<file path="config.mk">
export PLATFORM = sky130hd
export DESIGN_NAME = byte_serializer
export DESIGN_NICKNAME = d
export VERILOG_FILES = /design/src/rtl/serial_pkg.sv /design/src/rtl/byte_serializer.sv
export SDC_FILE = /design/constraint.sdc
export NUM_CORES = 1
export LEC_CHECK = 0
export BUFFER_PORTS_ARGS = -buffer_cell sky130_fd_sc_hd__buf_2
export CORE_UTILIZATION = 40
export DETAILED_ROUTE_END_ITERATION = 6
export PLACE_DENSITY_LB_ADDON = 0.15
export SLEW_MARGIN = 30
export SYNTH_ARGS = -nofsm -noshare
export SYNTH_HDL_FRONTEND = slang
export SYNTH_SLANG_ARGS = --single-unit
export TNS_END_PERCENT = 10
</file>
<file path="constraint.sdc">
create_clock -name clk -period 1.85 [get_ports clk]
set_input_delay 0 -clock clk [delete_from_list [all_inputs] [get_ports clk]]
set_output_delay 0 -clock clk [all_outputs]
set_load 0.01 [all_outputs]
</file>
<file path="src/rtl/serial_pkg.sv">
// Shared definitions for the serial transmit path.
//   state_t       : serializer FSM states (IDLE, SHIFT)
//   DEFAULT_WIDTH : default data word width
//   PARITY_ON     : 1 when the PARITY_EN macro is defined (even parity bit appended)
//   frame_len()   : number of serial bits per frame for a given width/parity
package serial_pkg;

    typedef enum logic {
        IDLE  = 1'b0,
        SHIFT = 1'b1
    } state_t;

    localparam int DEFAULT_WIDTH = 8;

`ifdef PARITY_EN
    localparam bit PARITY_ON = 1'b1;
`else
    localparam bit PARITY_ON = 1'b0;
`endif

    function automatic int frame_len(input int width, input bit parity);
        return parity ? width + 1 : width;
    endfunction

endpackage

</file>
<file path="src/rtl/byte_serializer.sv">
// Parallel-to-serial transmitter with a valid/ready load interface.
// A word accepted on load_valid && load_ready is shifted out one bit per
// clock starting the cycle after the accept edge. A new word may be accepted
// in the last-bit cycle so frames run back to back with no gap.
//
// Optional feature: define PARITY_EN to append an even-parity bit (XOR of
// the data bits captured at accept) after the last data bit.
//
// Ports:
//   clk        in   rising-edge clock
//   rst        in   synchronous active-high reset
//   data       in   WIDTH-bit word, sampled only on an accepted load
//   load_valid in   data valid
//   load_ready out  can accept a word this cycle (IDLE or last-bit cycle)
//   sout       out  serial bit (0 when idle)
//   sout_valid out  sout carries a frame bit
//   done       out  pulse coincident with the last frame bit
//   busy       out  frame in progress (same as sout_valid)
//
// state | meaning
// IDLE  | no frame in flight, ready for a word
// SHIFT | driving frame bits; counter==0 marks the last bit
module byte_serializer
    import serial_pkg::*;
#(
    parameter int WIDTH     = DEFAULT_WIDTH,
    parameter bit MSB_FIRST = 1'b1
) (
    input  logic             clk,
    input  logic             rst,
    input  logic [WIDTH-1:0] data,
    input  logic             load_valid,
    output logic             load_ready,
    output logic             sout,
    output logic             sout_valid,
    output logic             done,
    output logic             busy
);

    localparam int                FRAME    = frame_len(WIDTH, PARITY_ON);
    localparam int                CNT_W    = $clog2(WIDTH + 1);
    localparam logic [CNT_W-1:0]  CNT_LOAD = CNT_W'(FRAME - 1);

    state_t             r_state;
    state_t             w_state_nxt;
    logic [FRAME-1:0]   r_shift;
    logic [CNT_W-1:0]   r_cnt;

    logic               w_last;
    logic               w_accept;
    logic [FRAME-1:0]   w_load;
    logic [FRAME-1:0]   w_shift_nxt;
    logic               w_bit;

    assign w_last   = (r_state == SHIFT) && (r_cnt == '0);
    assign w_accept = load_valid && load_ready;

    // The parity bit sits at the tail end of the register so it leaves
    // after the last data bit in either bit order.
`ifdef PARITY_EN
    logic w_parity;
    assign w_parity = ^data;
    assign w_load   = MSB_FIRST ? {data, w_parity} : {w_parity, data};
`else
    assign w_load   = data;
`endif

    assign w_shift_nxt = MSB_FIRST ? {r_shift[FRAME-2:0], 1'b0}
                                   : {1'b0, r_shift[FRAME-1:1]};
    assign w_bit       = MSB_FIRST ? r_shift[FRAME-1] : r_shift[0];

    // State register
    always_ff @(posedge clk) begin
        if (rst) begin
            r_state <= IDLE;
        end else begin
            r_state <= w_state_nxt;
        end
    end

    // Next-state logic
    always_comb begin
        w_state_nxt = r_state;
        case (r_state)
            IDLE:    if (w_accept) w_state_nxt = SHIFT;
            SHIFT:   if (r_cnt == '0) w_state_nxt = w_accept ? SHIFT : IDLE;
            default: w_state_nxt = IDLE;
        endcase
    end

    // Datapath: shift register and bit counter
    always_ff @(posedge clk) begin
        if (rst) begin
            r_shift <= '0;
            r_cnt   <= '0;
        end else if (w_accept) begin
            r_shift <= w_load;
            r_cnt   <= CNT_LOAD;
        end else if (r_state == SHIFT) begin
            // Shifting on the final bit leaves the register empty for IDLE.
            r_shift <= w_shift_nxt;
            if (r_cnt != '0) begin
                r_cnt <= r_cnt - 1'b1;
            end
        end
    end

    // Outputs
    always_comb begin
        load_ready = 1'b0;
        sout       = 1'b0;
        sout_valid = 1'b0;
        done       = 1'b0;
        busy       = 1'b0;
        case (r_state)
            IDLE: begin
                load_ready = 1'b1;
            end
            SHIFT: begin
                sout       = w_bit;
                sout_valid = 1'b1;
                busy       = 1'b1;
                done       = w_last;
                load_ready = w_last;
            end
            default: ;
        endcase
    end

endmodule

</file>
Word level (Yosys, flattened, before mapping)

Cells that the tools add are included.

$add $sub $neg: 1
Multiplexer cells: 12
Bitwise operators: 1
Reductions and logical operators: 9

Operators with widths:

| cell                                                               | count |
|---|---|
| 8-bit 2-to-1 mux                                                   | 2 |
| 3-bit 2-to-1 mux                                                   | 3 |
| 1-bit 2-to-1 mux                                                   | 5 |
| 4-bit zero test                                                    | 1 |
| 1-bit case mux with 2 select lines                                 | 2 |
| 2-bit AND reduction                                                | 2 |
| 2-bit nonzero test                                                 | 2 |
| 4-bit nonzero test                                                 | 1 |
| 4-bit by 1-bit subtractor with 4-bit output, second input constant | 1 |
| 1-bit logical AND                                                  | 2 |
| 2-bit OR reduction                                                 | 1 |
| 1-bit inverter                                                     | 1 |

Bits in registers: 13
Input port bits: 11
Word-level logic and storage cells: 27

Depth between registers and ports, before layout

Gate-level depths: netlist of the first run.

Depth in word-level cells: 7
Gate-level depth with buffers: 6
Gate-level depth less buffers: 5

Worst setup path before layout of the first run

No wires, ideal clock.

Path type: reg2reg
Start: register r_cnt[0]
End: register r_cnt[1]
Library setup time: 0.141 ns
Arrival time: 1.339 ns
Required time: 1.709 ns
Slack: 0.370 ns
Stages on the path, launching flop included: 7
Path buffers: 1
Clock period less this slack: 1.480 ns
Path through: dfxtp_1 -> inv_1 -> ha_1 -> or3b_1 -> clkbuf_2 -> a211oi_1 -> a311oi_1

Longest elaborated chain between the ends: 6

RTL lines:

| item                                                                                                | RTL line               | RTL |
|---|---|---|
| from (decl)                                                                                         | byte_serializer.sv:47  | `logic [CNT_W-1:0] r_cnt;` |
| from (signal assigned)                                                                              | byte_serializer.sv:103 | `r_cnt <= r_cnt - 1'b1;` |
| parallel branches: the longest is 6 deep, another holds 4-bit by 1-bit subtractor with 4-bit output | -                      |  |

Several ways; the timed one is not identified. The select of a mux whose other input is x is not followed.
A chain may end at the register's enable or synchronous reset.

Worst setup path after layout of the first run

Start: register r_cnt[0]
End: register r_shift[1]

Longest elaborated chain between the ends: 5

RTL lines:

| item                                                   | RTL line               | RTL |
|---|---|---|
| 4-bit zero test (*)                                    | byte_serializer.sv:55  | `assign w_last = (r_state == SHIFT) && (r_cnt == '0);` |
| 1-bit logical AND (*)                                  | byte_serializer.sv:55  |  |
| 1-bit case mux with 2 select lines (*)                 | byte_serializer.sv:115 | `case (r_state)` |
| 1-bit logical AND (*)                                  | byte_serializer.sv:56  | `assign w_accept = load_valid && load_ready;` |
| 8-bit 2-to-1 mux or 2-bit nonzero test (tied branches) | -                      |  |
| to (signal assigned)                                   | byte_serializer.sv:97  | `r_shift <= w_load;` |
| to (signal assigned)                                   | byte_serializer.sv:101 | `r_shift <= w_shift_nxt;` |
| to (decl)                                              | byte_serializer.sv:46  | `logic [FRAME-1:0] r_shift;` |

Mark *: on every way between the ends. The rest lies on a longest branch, timed or not.

==> flow_metrics.tcl, run 1 <==
set metrics [dict create \
    placedCellCount 101 \
    wl_met1_um 746 \
    cts_tree "done" \
    cts_hold_buf 0 \
    drt-initial-drc-count 5 \
    holdPathStages 2 \
    grt_pass1_wl_um 2160 \
    hold_path_class "input port to flip-flop" \
    worstMarginPinSlew_ns 0.527 \
    area.growth.synth_to_final_pct 11.1 \
    via_per_inst 5.61 \
    yosysWarnings 0 \
    clockRootBuffer "clkbuf_4" \
    path_max_fanout 15 \
    ant_nets 0 \
    vias 589 \
    critical_path_class "flip-flop to flip-flop" \
    final_cell_mix "buf_2 (15), dfxtp_1 (13), nor2_1 (10), a211oi_1 (10), nor4_1 (8)" \
    first_pass_iters 3 \
    synth_seq_cells 13 \
    final_common_cell "buf_2" \
    met3WireLength_um 37 \
    io_buffers 15 \
    worstSetupEndpointType "flip-flop" \
    ir_drop_v 0.000367 \
    ioPinCount 16 \
    core_area_mm2 0.00154 \
    cts_buffers 3 \
    gr-usage-all-layers 0.159 \
    gr-total-overflow 0 \
    tns_ns 0 \
    grt_pass1_vias 486 \
    grt_max_degree 17 \
    post_cts_resized 0 \
    drt-total-wl_um 1390 \
    worstRegToRegCells 5 \
    fmax_mhz 611 \
    rsz0062_at_grt "false" \
    avgSynthCellArea_um2 8.77 \
    antenna_found_initial 0 \
    path_clk_slew_ns 0.08 \
    worst_hold_slack_ns 0.0675 \
    synth_cells 77 \
    crit_required_ns 2.01 \
    layoutNonFillerInstCount 105 \
    insertion_delay_ns 0.26 \
    diodes 0 \
    drive_gt1_frac 0.236 \
    dieArea_mm2 0.00186 \
    dominantRegCellSynth "dfxtp_1" \
    synth_cell_types 27 \
    cp.arrival_ns 1.79 \
    wl_per_cell_um 13.2 \
    critPathLaunchType "flip-flop" \
    gp_congestion 0.745 \
    htree_levels 1 \
    drc 0 \
    num_rows 14 \
    synth_edf_count 0 \
    wl_met2_um 584 \
    nets 102 \
    syn-num-nets 89 \
    fin_crit_ns 1.64 \
    dpl.hpwl_um 921 \
    p_leak_uw 0.000288 \
    die_w_um 43.1 \
    netlist_area_um2 676 \
    relSlewSlack 0.647 \
    cts_buffer_depth 2 \
    fin_crit_sh 0.884 \
    die_height_um 43.1 \
    rrSetupSlack_ns 0.21 \
    fin_worst_skew_ns 0.00408 \
    fillers 161 \
    hold_violations 0 \
    finalSetupViolations 0 \
    final_max_slew_viol_count 0 \
    synthArstFlopShare 0 \
    maxCapViolCount 0 \
    top_layer_used "met4" \
    cts.sinks 13 \
    outcome "finished, final reports clean" \
    p_per_area_mw_per_mm2 859 \
    postCtsSetupBuffers 0 \
    ys_seq_area_frac 0.385 \
    start_util 0.438 \
]
[report_power, final]
part | switching [µW] | total, µW | leakage, µW | internal (µW)
combinational | 74.7 | 138 | 0.000165 | 63.4
sequential | 26.6 | 336 | 0.000108 | 309
clock | 87.4 | 171 | 0.0000150 | 83.2
[kinds of logic (layout without fill, tap and decap cells)]
family          after synthesis  count (layout)  synth area share
flops                        13              13             0.385
compound gates               18              18             0.196
simple gates                 34              34             0.302
buf+inv                      10              22            0.0852
fa+ha+maj                     1               1            0.0185
xor+xnor                      1               1            0.0130
[worst max-delay path, stage by stage (launching register included)]
cell,delay [ns]
dfxtp_1,0.34
inv_1,0.08
ha_1,0.22
nand4bb_2,0.33
nor3b_1,0.26
nor4_1,0.30
[stage by stage]
step           cell area [µm²]   util  total power, µW  worst slack (ns)
2_1_floorplan              676      -              449             0.370
3_3_place_gp               724  0.470              479             0.286
3_5_place_dp               724  0.470              478             0.274
4_1_cts                    751  0.487              651             0.222
5_1_grt                    751  0.487              688            0.0897
6_report                   751  0.487              645             0.214
[per-layer routing]
layer,GRT usage,vias up
met1,0.222,271
li1,-,309
met4,0.0909,0
met2,0.218,7
met5,0,-
met3,0.0383,2
[path summary, 6_finish.rpt]
check                                        startpoint                 endpoint
worst max-delay path              r_cnt[0]$_SDFFE_PP0P_  r_shift[1]$_SDFFE_PP0P_
worst min-delay path                                rst       r_state$_SDFF_PP0_
worst max register to register    r_cnt[0]$_SDFFE_PP0P_  r_shift[1]$_SDFFE_PP0P_
worst min register to register  r_shift[0]$_SDFFE_PP0P_  r_shift[0]$_SDFFE_PP0P_
[registers in the layout (all words and copies together) (netlist names)]
name,count
r_state,1
r_cnt,4
r_shift,8
[synthesized netlist by cell type (all sizes together) (2+ instances only)]
cell type   n  share of area
nor2       10          0.056
a211oi     10           0.11
nor4        8          0.074
a21oi       3          0.022
clkbuf      4          0.024
buf         3          0.044
dfxtp      13           0.39
nor3b       7          0.078
inv         2          0.011
nand2       2          0.011
[layout make-up]
| class | count | area, µm² | area share |
|---|---|---|---|
| clock buffer | 4 | 26.3 | 0.0350 |
| inverter | 3 | 11.3 | 0.0150 |
| multi-input combinational | 54 | 358 | 0.477 |
| sequential | 13 | 260 | 0.347 |
| tap | 16 | 20.0 | 0.0267 |
| timing repair buffer | 15 | 75.1 | 0.100 |
Power figures use the tool's default switching activity.
==> run 2, diff against run 1 <==
--- a/config.mk
+++ b/config.mk
@@ -7,6 +7,7 @@
 export LEC_CHECK = 0
 export BUFFER_PORTS_ARGS = -buffer_cell sky130_fd_sc_hd__buf_2
 export CORE_UTILIZATION = 40
+export CTS_BUF_LIST = sky130_fd_sc_hd__clkbuf_8 sky130_fd_sc_hd__clkbuf_16
 export DETAILED_ROUTE_END_ITERATION = 6
 export PLACE_DENSITY_LB_ADDON = 0.15
 export SLEW_MARGIN = 30
==> run 2 against run 1 <==
  * Die area unchanged
  * Core utilization increased by 1.2 points
  * Sequential cell count unchanged
  * Non-clock buffer count unchanged
  * Clock skew hardly changed
  * Via count is 1.0% higher
  * Global-route usage is 0.087 points higher
  * Setup slack gained 0.017 ns
==> flow_metrics.tcl, run 2 (synthesized netlist as in run 1, its figures left out) <==
set metrics [dict create \
    cp.arrival_ns 1.75 \
    htree_levels 1 \
    ant_nets 0 \
    hold_violations 0 \
    start_util 0.438 \
    final_cell_mix "buf_2 (15), dfxtp_1 (13), nor2_1 (10), a211oi_1 (10), nor4_1 (8)" \
    cts_buffers 3 \
    final_common_cell "buf_2" \
    p_sw_frac 0.276 \
    largest_reg_flops 8 \
    critPathLaunchType "flip-flop" \
    ioPinCount 16 \
    cts.sinks 13 \
    p_per_area_mw_per_mm2 932 \
    slowest_stage "dfxtp_1" \
    worstSetupEndpointType "flip-flop" \
    worst_hold_slack_ns 0.102 \
    internal_power_uw 519 \
    p_leak_uw 0.000300 \
    hold_path_class "input port to flip-flop" \
    gp_congestion 0.745 \
    path_clk_slew_ns 0.06 \
    wl_per_cell_um 13.3 \
    via_per_inst 5.67 \
    io_buffers 15 \
    outcome "finished, final reports clean" \
    critical_path_class "flip-flop to flip-flop" \
    first_pass_iters 4 \
    diodes 0 \
    grt_pass1_wl_um 2180 \
    ir_drop_v 0.000429 \
    path_max_fanout 15 \
    drive_gt1_frac 0.236 \
    top_register "r_shift" \
    dieArea_mm2 0.00186 \
    core_area_mm2 0.00154 \
    cts_hold_buf 0 \
    met1_usage 0.219 \
    finalCoreUtilization 0.499 \
    num_rows 14 \
    met3_usage 0.0383 \
    clkPwrFrac 0.339 \
    maxCapViolCount 0 \
    gr-usage-all-layers 0.159 \
    die_height_um 43.1 \
    drt-initial-drc-count 8 \
    post_cts_resized 0 \
    rsz0062_at_grt "false" \
    nets 102 \
    final_max_slew_viol_count 0 \
    fin_worst_skew_ns 0.00383 \
    top_regs "r_shift x8, r_cnt x4, r_state x1" \
    path_cells "inv_1 > ha_1 > nand4bb_2 > nor3b_1 > nor4_1" \
    area.growth.synth_to_final_pct 13.9 \
    grt_pass1_vias 486 \
    grtUsageMet2 0.224 \
    die_w_um 43.1 \
    insertion_delay_ns 0.24 \
    tns_ns 0 \
    dpl.hpwl_um 921 \
    fin_crit_sh 0.875 \
    fin_crit_ns 1.62 \
    fmax_mhz 618 \
    drt-total-wl_um 1400 \
    pwr-share-seq 0.469 \
    postCtsSetupBuffers 0 \
    vias 595 \
    crit_required_ns 1.98 \
    drc 0 \
    power_uw 717 \
    cts_tree "done" \
    p_switching_uw 198 \
    relSlewSlack 0.630 \
    antenna_found_initial 0 \
    cts_buffer_depth 2 \
    grt_max_degree 17 \
    busiest_layer "met2" \
    worstMarginPinSlew_ns 0.553 \
    finalSetupViolations 0 \
    clockRootBuffer "clkbuf_8" \
    worst_path_largest_cell_delay_ns 0.33 \
    combPwrFrac 0.193 \
    gr-total-overflow 0 \
]
run 2: cell count changes in the layout (fill, tap and decap cells not counted):
cell,previous run,this run
clkbuf_1,1,0
clkbuf_4,3,0
clkbuf_8,0,3
inv_1,2,3
run 2: routing by layer:
layer / part of all wire / vias to the layer above
met5: 0 / -
met4: 0.014 / 0
met3: 0.038 / 2
met2: 0.42 / 11
met1: 0.53 / 272
li1: - / 310
run 2: path summary, 6_finish.rpt:
check / slack (ns) / endpoint / startpoint / depth (start not counted)
hold reg to reg: 0.46 / r_shift[0]$_SDFFE_PP0P_ / r_shift[0]$_SDFFE_PP0P_ / 2
setup reg to reg: 0.23 / r_shift[1]$_SDFFE_PP0P_ / r_cnt[0]$_SDFFE_PP0P_ / 5
hold / removal: 0.10 / r_state$_SDFF_PP0_ / rst / 2
setup / recovery: 0.23 / r_shift[1]$_SDFFE_PP0P_ / r_cnt[0]$_SDFFE_PP0P_ / 5
run 2: worst max-delay path, delay by kind of cell (launching register included):
kind                       cells  cell delay (ns)
DFF                            1             0.33
buffers and inverters          1             0.08
adders and majority gates      1             0.21
and+or+nand+nor                3             0.88
run 2: through the flow:
stage               worst slack (ns)  area [µm²]  cells
floorplan                      0.370         676     77
global placement               0.286         724    101
detailed placement             0.274         724    101
CTS                            0.255         769    105
global route                  0.0978         769    105
finish                         0.231         769    105
run 2: layout make-up:
cell class | count | area [µm²]
Fill cell | 159 | 772
Multi-Input combinational cell | 54 | 358
Sequential cell | 13 | 260
Timing Repair Buffer | 15 | 75.1
Clock buffer | 3 | 41.3
Tap cell | 16 | 20.0
Inverter | 3 | 11.3
Clock inverter | 1 | 3.75
run 2: power by group through the flow:
stage,sequential (µW),combinational (µW),clock (µW)
4_1_cts,336,138,248
6_report,336,138,243
3_3_place_gp,341,137,0
3_5_place_dp,341,136,0
5_1_grt,340,154,266
2_1_floorplan,333,116,0
==> run 3, diff against run 2 <==
--- a/config.mk
+++ b/config.mk
@@ -9,6 +9,7 @@
 export CORE_UTILIZATION = 40
 export CTS_BUF_LIST = sky130_fd_sc_hd__clkbuf_8 sky130_fd_sc_hd__clkbuf_16
 export DETAILED_ROUTE_END_ITERATION = 6
+export MAX_ROUTING_LAYER = met4
 export PLACE_DENSITY_LB_ADDON = 0.15
 export SLEW_MARGIN = 30
 export SYNTH_ARGS = -nofsm -noshare
==> constraint.sdc (replaced) <==
create_clock -name clk -period 1.85 [get_ports clk]
set_input_delay 0.2775 -clock clk [delete_from_list [all_inputs] [get_ports clk]]
set_output_delay 0.2775 -clock clk [all_outputs]
set_load 0.01 [all_outputs]
==> run 3 against run 2 <==
  * Non-clock buffer count grew 2
  * Setup slack got worse by 0.12 ns
  * Largest power group unchanged
  * Wire length grew 0.14%
  * Clock power up 3%
  * Clock skew decreased by 0.00067 ns
==> flow_metrics.tcl, run 3 (synthesized netlist as in run 1, its figures left out) <==
set metrics [dict create \
    fmax_mhz 576 \
    clockRootBuffer "clkbuf_8" \
    grt_max_degree 17 \
    ant_nets 0 \
    htree_levels 1 \
    path_buf_inv 2 \
    outcome "finished, final reports clean" \
    first_pass_iters 4 \
    setup_slack_ns 0.114 \
    r2r_start "r_cnt[1]$_SDFFE_PP0P_" \
    num_rows 14 \
    critPathLaunchType "flip-flop" \
    final_common_cell "buf_2" \
    ir_drop_v 0.000673 \
    gr-total-overflow 0 \
    cp.arrival_ns 1.46 \
    holdPathStages 2 \
    path_clk_slew_ns 0.06 \
    maxCapViolCount 0 \
    fin_crit_sh 0.938 \
    nets 104 \
    diodes 0 \
    multi_input_area_um2 373 \
    dieArea_mm2 0.00186 \
    critical_path_class "flip-flop to output port" \
    rrSetupSlack_ns 0.21 \
    core_area_mm2 0.00154 \
    final_cell_mix "buf_2 (15), dfxtp_1 (13), nor2_1 (10), a211oi_1 (10), nor4_1 (8)" \
    io_buffers 15 \
    area.growth.synth_to_final_pct 18.5 \
    cts_buffer_depth 2 \
    finalSetupViolations 0 \
    antenna_found_initial 0 \
    wl_per_cell_um 13.1 \
    grt_pass1_vias 525 \
    p_per_area_mw_per_mm2 926 \
    largest_reg_flops 8 \
    worstMarginPinSlew_ns 0.516 \
    gr-usage-all-layers 0.165 \
    drt-initial-drc-count 3 \
    worstSetupEndpointType "output port" \
    final_max_slew_viol_count 0 \
    register_area_um2 260 \
    drt-total-wl_um 1400 \
    worst_hold_slack_ns 0.379 \
    fin_area_um2 801 \
    crit_required_ns 1.57 \
    place_ws_ns 0.235 \
    worst_path_largest_cell_delay_ns 0.40 \
    relSlewSlack 0.655 \
    fillers 161 \
    drive_gt1_frac 0.286 \
    ioPinCount 16 \
    rsz0062_at_grt "false" \
    min_to "r_shift[0]$_SDFFE_PP0P_" \
    top_register "r_shift" \
    hold_violations 0 \
    finalCoreUtilization 0.519 \
    path_cells "inv_1 > ha_4 > or3b_4 > nor2_1 > buf_2" \
    die_w_um 43.1 \
    p_leak_uw 0.000309 \
    gp_congestion 0.749 \
    dpl.hpwl_um 918 \
    top_regs "r_shift x8, r_cnt x4, r_state x1" \
    hold_path_class "input port to flip-flop" \
    cts.sinks 13 \
    cts_tree "done" \
    cts_buffers 3 \
    insertion_delay_ns 0.24 \
    start_util 0.438 \
    r2r-end "r_cnt[1]$_SDFFE_PP0P_" \
    grt_pass1_wl_um 2230 \
    die_height_um 43.1 \
    fin_crit_ns 1.74 \
    path_max_fanout 5 \
    slowest_stage "or3b_4" \
    min-delay-start "rst" \
    worstRegToRegCells 6 \
    vias 616 \
    fin_worst_skew_ns 0.00316 \
    tns_ns 0 \
    crit_family "simple AND/OR/NAND/NOR gates" \
    drc 0 \
    via_per_inst 5.76 \
    placed_area_um2 732 \
]
-- run 3: routing by layer --
layer / share of wire / global-route usage / vias to the layer above
li1: - / - / 313
met1: 0.49 / 0.191 / 290
met2: 0.46 / 0.260 / 11
met3: 0.043 / 0.0766 / 2
met4: 0.0064 / 0.0364 / 0
met5: 0 / - / -
-- run 3: worst max path at each step --
| stage | from | endpoint | slack, ns | cells after the start |
|---|---|---|---|---|
| 2_1_floorplan | r_cnt[0]$_SDFFE_PP0P_ | done | 0.34 | 5 |
| 3_3_place_gp | r_cnt[0]$_SDFFE_PP0P_ | done | 0.28 | 5 |
| 3_5_place_dp | r_cnt[0]$_SDFFE_PP0P_ | r_cnt[1]$_SDFFE_PP0P_ | 0.24 | 5 |
| 4_1_cts | r_cnt[0]$_SDFFE_PP0P_ | done | 0.04 | 5 |
| 5_1_grt | r_cnt[0]$_SDFFE_PP0P_ | done | 0.03 | 5 |
| 6_report | r_cnt[1]$_SDFFE_PP0P_ | done | 0.11 | 5 |
-- run 3: final cells by class --
type	instances	area share
Multi-Input combinational cell	54	0.466
Sequential cell	13	0.325
Timing Repair Buffer	17	0.112
Clock buffer	3	0.0516
Tap cell	16	0.0250
Inverter	3	0.0141
Clock inverter	1	0.00625
-- run 3: metrics by stage --
| stage | instances | power, µW |
|---|---|---|
| 2_1_floorplan | 77 | 449 |
| 3_3_place_gp | 102 | 480 |
| 3_5_place_dp | 102 | 481 |
| 4_1_cts | 106 | 736 |
| 5_1_grt | 107 | 786 |
| 6_report | 107 | 742 |
-- run 3: report_power, final --
group          leakage [µW]  switching [µW]  internal [µW]
clock network     0.0000255             103            149
registers          0.000108            26.2            310
logic              0.000175            78.1           76.3
-- run 3: what timing repair did --
| item | in CTS | in global routing |
|---|---|---|
| buffers inserted | 0 | 1 |
| gates resized for setup | 1 | 2 |
| hold buffers | 0 | 0 |
| pin swaps | 0 | 1 |
| endpoints found under the setup margin | 2 | 2 |
